`src/rtl/apb_slave_regbank.sv`:
```
// APB completer serving 16 x 32-bit registers (ID, write counter, 14 RW words)
// with programmable wait states. Define APB_SLVERR_EN to add the Pslverr port.
module apb_slave_regbank #(
  parameter int unsigned SEL_INDEX   = 0,
  parameter logic [31:0] BASE_ADDR   = 32'h8000_0000,
  parameter int unsigned WAIT_STATES = 0,
  parameter logic [31:0] ID_VALUE    = 32'hA5B0_0001
) (
  input  logic        Hclk,
  input  logic        Hresetn,
  input  logic [2:0]  Pselx,
  input  logic        Penable,
  input  logic        Pwrite,
  input  logic [31:0] Paddr,
  input  logic [31:0] Pwdata,
  output logic [31:0] Prdata,
`ifdef APB_SLVERR_EN
  output logic        Pslverr,
`endif
  output logic        Pready
);

  typedef enum logic {IDLE, ACCESS} state_t;

  localparam logic [3:0] WS = WAIT_STATES[3:0];

  state_t      state_q;
  logic [3:0]  cnt_q;
  logic [3:0]  off_q;
  logic        write_q;
  logic        bad_q;
  logic [31:0] wdata_q;
  logic [31:0] prdata_q;
  logic [31:0] wcnt_q;
  logic [31:0] wcnt_d;
  logic [31:0] store_q [14];

  logic        sel;
  logic        in_range;
  logic [3:0]  off;
  logic        bad;
  logic [31:0] rd_word;
  logic        setup;
  logic        commit;

  assign sel      = Pselx[SEL_INDEX];
  assign off      = Paddr[5:2];
  assign in_range = (Paddr[31:6] == BASE_ADDR[31:6]);
  assign bad      = ~in_range | (Paddr[1:0] != 2'b00) | (Pwrite & (off < 4'd2));
  assign wcnt_d   = wcnt_q + 32'd1;

  always_comb begin
    rd_word = '0;
    if (!bad) begin
      if (off == 4'd0)      rd_word = ID_VALUE;
      else if (off == 4'd1) rd_word = wcnt_q;
      else                  rd_word = store_q[off - 4'd2];
    end
  end

  assign Pready = (state_q == ACCESS) && (cnt_q == 4'd0);

`ifdef APB_SLVERR_EN
  assign Pslverr = bad_q & Pready;
`endif

  // Setup from IDLE, or Penable dropping while still selected in ACCESS,
  // both (re)start a transfer with fresh latches and a full wait count.
  assign setup  = sel & ~Penable;
  assign commit = (state_q == ACCESS) & sel & Penable & Pready & write_q & ~bad_q;

  always_ff @(posedge Hclk or negedge Hresetn) begin
    if (!Hresetn) begin
      state_q  <= IDLE;
      cnt_q    <= '0;
      off_q    <= '0;
      write_q  <= 1'b0;
      bad_q    <= 1'b0;
      wdata_q  <= '0;
      prdata_q <= '0;
    end else begin
      case (state_q)
        IDLE: begin
          if (setup) begin
            off_q   <= off;
            write_q <= Pwrite;
            bad_q   <= bad;
            wdata_q <= Pwdata;
            cnt_q   <= WS;
            if (!Pwrite) prdata_q <= rd_word;
            state_q <= ACCESS;
          end
        end
        ACCESS: begin
          if (!sel) begin
            state_q <= IDLE;
          end else if (!Penable) begin
            off_q   <= off;
            write_q <= Pwrite;
            bad_q   <= bad;
            wdata_q <= Pwdata;
            cnt_q   <= WS;
            if (!Pwrite) prdata_q <= rd_word;
          end else if (cnt_q != 4'd0) begin
            cnt_q <= cnt_q - 4'd1;
          end else begin
            state_q <= IDLE;
          end
        end
        default: state_q <= IDLE;
      endcase
    end
  end

  always_ff @(posedge Hclk or negedge Hresetn) begin
    if (!Hresetn) begin
      wcnt_q <= '0;
      for (int unsigned i = 0; i < 14; i++) store_q[i] <= '0;
    end else if (commit) begin
      store_q[off_q - 4'd2] <= wdata_q;
      wcnt_q                <= wcnt_d;
    end
  end

  assign Prdata = prdata_q;

endmodule

```
`config.mk`:
```
export PLATFORM = sky130hd
export DESIGN_NAME = apb_slave_regbank
export DESIGN_NICKNAME = d
export VERILOG_FILES = /design/src/rtl/apb_slave_regbank.sv
export SDC_FILE = /design/constraint.sdc
export NUM_CORES = 1
export LEC_CHECK = 0
export BUFFER_PORTS_ARGS = -buffer_cell sky130_fd_sc_hd__buf_2
export CAP_MARGIN = 40
export CORE_MARGIN = 3
export CORE_UTILIZATION = 60
export CTS_CLUSTER_SIZE = 12
export DETAILED_ROUTE_END_ITERATION = 8
export GPL_TIMING_DRIVEN = 0
export PLACE_DENSITY = 0.88
export SYNTH_ARGS = -nofsm -noshare
export SYNTH_HDL_FRONTEND = slang
export SYNTH_SLANG_ARGS = --single-unit
```
`constraint.sdc`:
```
create_clock -name Hclk -period 3.5 [get_ports Hclk]
set_clock_uncertainty 0.1 [all_clocks]
set_input_delay 0.525 -clock Hclk [delete_from_list [all_inputs] [get_ports Hclk]]
set_output_delay 0.525 -clock Hclk [all_outputs]
set_load 0.03 [all_outputs]
```
==> results.md <==
- The flow ran to the end, and the final reports show no timing, DRC or antenna violations.
- In this run the power density over the cells is 476.6 nW/um^2.
- After clock tree synthesis, the clock-pin slew on the worst setup and hold paths is around 60 ps.
- In this run, synthesis produced a sequential element count of between 500 and 600.
- The clock latency of the later-clocked register in the worst-skew pair is 610 ps.
- The part of the cycle the worst path needs is 0.9895.
- The sequential share of the synthesized area is 0.5647.
- The number of detailed-route iterations in the first pass is 6.
- Across the whole layout, storage elements account for between 10000 and 15000 sq um.
- The setup slack of the most critical reg-to-reg path is approximately 80 ps.
- The floorplan step defined a die boundary enclosing 43460 sq um.
- From left edge to right edge, the die measures 208.5 microns.
- Leaving out filler cells and counting taps, the final layout contains 2414.
- The reg-to-reg critical path startpoint is cnt_q[0]$_DFFE_PN0P_.
- The first-pass GRT wire length is 101.4 mm.
- Counting flops with an async set or reset pin after synthesis yields a share of 1.000.
- The total number of nets in the final design is approximately 1.9k.
- Static timing analysis puts the maximum clock frequency at around 290 MHz.
- For hold timing, the worst endpoint is wdata_q[16]$_DFFE_PN0P_.
- The static leakage power is roughly 14 nW.
- Setup repair after global routing left no endpoint under its margin.
- The synthesized design contains 0 enable-type register cells.
- The clock net sink count is 555.
- The congestion estimate from routability-driven global placement came to a little under 0.9.
- Counting tap cells, the placed design contains a total of around 2.3k instances.
- Summing all multi-input logic gate instances after layout gives between 10000 and 15000 sq um.
- The count of antenna-violating nets left after detailed routing is 0.
- The depth of the most critical reg-to-reg path is 9.
- TritonCTS built the clock tree.
- The routed wirelength normalized by instance count is 27.34 microns.
- The detailed-route wire length is about 66 mm.
- The class of the worst hold path is input port to register.
- After layout, the worst setup slack is approximately 37 ps.
- The area added between synthesis and finish is 13.14%.
- After synthesis, the netlist uses 45 different library cells.
- STA puts the critical path data arrival time at ~3800 ps.
- Pin placement for this block handled roughly 100 I/O pins.
- A synthesized cell averages roughly 15 sq um.
- The post-placement setup slack is -2386 ps.
- The data required time at the worst endpoint is slightly below 4000 ps.
- The starting density of the core is 0.6134.
- The cell count after synthesis came out at ~1.7k.
- STA classifies the critical path endpoint as a register.
- The initial antenna violation count is 1.
- The cell area reported after detailed placement is ~26000 sq um.
- The post-route DRC violation count is 0.
- With fillers left out, the area of the finished cells amounts to about 28000 sq um.
- Clock tree synthesis inserted a total of 55 buffers.
- The via density per instance is 6.666.
- For the finished layout, the period the worst path requires is around 3500 ps.
- The maximum number of pins on one net before global-route repair is between 100 and 150.
- The core region is between 40000 and 50000 sq um.
- Along the worst path, the maximum fanout reaches 10.
- Across the VDD grid, the largest voltage drop is 0.3464 mV.
- The aggregate global routing overflow is 0.
- The synthesized cell area is 24590 sq um.
- The final number of max-transition violations is 0.
- The actual transition at the worst max-transition pin is approximately 1000 ps.
- The maximum clock path buffer count is 3.
- The hold violation total from the final report is 0.
- Buffers placed on the I/O ports in this run total 100.
- Setup violations remaining at the end of the flow were counted as 0.
- The critical path is of the input port to register type.
- The buffer cell driving the clock tree root is sky130_fd_sc_hd__clkbuf_16.
- After filler insertion, the fill cell instance count of the layout stands at about 2.5k.
- Summing over every cut layer, the via total after detailed routing is between 15k and 20k.
- Across every metal layer, demand over resource in global routing totals 0.3036.
- The endpoint identified for the worst register-to-register timing path is store_q[309]$_DFFE_PN0P_.
- The worst hold path passes through 2 cells.
- Of the cells placed in the final design, the portion with a size suffix greater than 1 is 0.4299.
- Detailed placement ended at an HPWL of between 40 and 50 mm.
- The worst slew margin relative to its limit is 0.3233.
- The number of warnings issued by yosys is 0.
- The number of standard-cell rows in the floorplan is 73.
- The dominant register cell in the synthesized netlist is sky130_fd_sc_hd__dfrtp_1.
- The top cell types in the final layout, fill and taps aside, are sky130_fd_sc_hd__dfrtp_1 (555), sky130_fd_sc_hd__mux2_2 (483), sky130_fd_sc_hd__buf_2 (126).
- The tool flagged a number of max-cap violations equal to 0.
- The clock tree synthesis step divided the H-tree into 2 levels.
- The die height is 208.5 microns.
- The post-synth net total is roughly 1.8k.
- The via count of the first global-routing pass was between 15k and 20k.
- The initial DRC count is 1765.
- The startpoint class of the critical path is an input port.
- The most common library cell in the layout ignoring fill and taps is sky130_fd_sc_hd__dfrtp_1.
- The number of antenna diodes in the final layout is 0.
- In this run the most critical hold path is launched from Pwdata[16].
[worst max path at each step]
stage	start	endpoint	slack (ps)	cells past startpoint
after CTS	Paddr[3]	Prdata[1]$_DFFE_PN0P_	4	12
after detailed placement	Paddr[3]	Prdata[22]$_DFFE_PN0P_	-2390	13
after floorplan	Paddr[3]	Prdata[9]$_DFFE_PN0P_	-60	11
after global routing	Paddr[3]	Prdata[6]$_DFFE_PN0P_	5	11
after global placement	Hresetn	wdata_q[25]$_DFFE_PN0P_	-8900	1
final	Paddr[3]	Prdata[6]$_DFFE_PN0P_	40	11
[sequential cells by signal, indices dropped and copies added, names as in the netlist]
name	flops
Prdata	32
bad_q	1
cnt_q	4
off_q	4
state_q	1
store_q	448
wcnt_q	32
wdata_q	32
write_q	1
[Yosys cell counts (19+ instances only)]
master                     instances  area [sq um]
sky130_fd_sc_hd__xnor2_1          26         227.7
sky130_fd_sc_hd__nand3_1          19         95.09
sky130_fd_sc_hd__mux4_2           73          1644
sky130_fd_sc_hd__o21ai_0          31         155.2
sky130_fd_sc_hd__nor2_1           25         93.84
sky130_fd_sc_hd__a22o_1           48         420.4
sky130_fd_sc_hd__o22ai_1          23         143.9
sky130_fd_sc_hd__mux2_2          483          5439
sky130_fd_sc_hd__dfrtp_1         555         13890
sky130_fd_sc_hd__nand2_1          51         191.4
sky130_fd_sc_hd__clkbuf_1         70         262.8
sky130_fd_sc_hd__buf_1            34         127.6
sky130_fd_sc_hd__a22oi_1          24         180.2
sky130_fd_sc_hd__a211oi_1         25         187.7
sky130_fd_sc_hd__buf_2            28         140.1
sky130_fd_sc_hd__mux2i_1          54         540.5
[final cells by class]
| cell class | count | share of cell area |
|---|---|---|
| clock buffer | 84 | 0.05769 |
| sequential | 555 | 0.4991 |
| inverter | 7 | 0.0009442 |
| buffer | 131 | 0.02136 |
| multi-input combinational | 987 | 0.3664 |
| clock inverter | 2 | 0.001394 |
| timing repair buffer | 123 | 0.02954 |
| tap | 525 | 0.02361 |
[per-layer routing]
metal,up-vias,share of wire,track usage,wire length (microns)
met3,244,0.096,0.08037,6331
met1,8376,0.38,0.3911,24920
met4,2,0.050,0.1490,3309
met2,877,0.48,0.4829,31430
met5,-,0.00020,0,13
li1,6593,-,-,-
[stage by stage]
| step | util | setup TNS (ps) | power, W | hold WS (ps) |
|---|---|---|---|---|
| 4_1_cts | 0.6923 | 0 | 0.01327 | 28.83 |
| 3_5_place_dp | 0.6495 | -74750 | 0.007735 | 375.0 |
| 6_report | 0.6940 | 0 | 0.01326 | 44.78 |
| 5_1_grt | 0.6940 | 0 | 0.01363 | 44.24 |
| 3_3_place_gp | 0.6422 | -4954650 | 0.007654 | 361.8 |
| 2_1_floorplan | - | -1249 | 0.007244 | 129.4 |
[repair_timing]
| item | in CTS | in global routing |
|---|---|---|
| endpoints found under the setup margin | 191 | 77 |
| endpoints found under the hold margin | 97 | 0 |
| setup buffers | 0 | 0 |
| resized for setup | 32 | 21 |
| hold buffers | 1 | 0 |
| pin swaps | 0 | 1 |
[critical path: stages]
cell,delay (ps)
sky130_fd_sc_hd__buf_2,160
sky130_fd_sc_hd__clkbuf_4,270
sky130_fd_sc_hd__buf_4,260
sky130_fd_sc_hd__clkbuf_4,290
sky130_fd_sc_hd__inv_1,70
sky130_fd_sc_hd__ha_1,520
sky130_fd_sc_hd__clkbuf_1,640
sky130_fd_sc_hd__mux4_2,410
sky130_fd_sc_hd__a22o_1,200
sky130_fd_sc_hd__a211oi_1,300
sky130_fd_sc_hd__o21ai_0,150
[report_power, final]
group,switching (W),internal (W),total [W]
clock network,0.00241,0.00318,0.00559
registers,0.000135,0.00651,0.00665
logic,0.000696,0.000322,0.00102
total,0.00324,0.0100,0.0133
[cell families (layout without fill, tap and decap cells)]
family	after synthesis	in the layout	synth area share
AND/OR/NAND/NOR	154	154	0.03312
buffers and inverters	139	347	0.02264
XOR/XNOR	37	37	0.01318
AO/OA/AOI/OAI	176	176	0.05158
adder cells (fa/ha/maj)	5	5	0.002544
flip-flops	555	555	0.5647
multiplexers	615	615	0.3123
No activity file was read; power rests on OpenSTA's default activity.
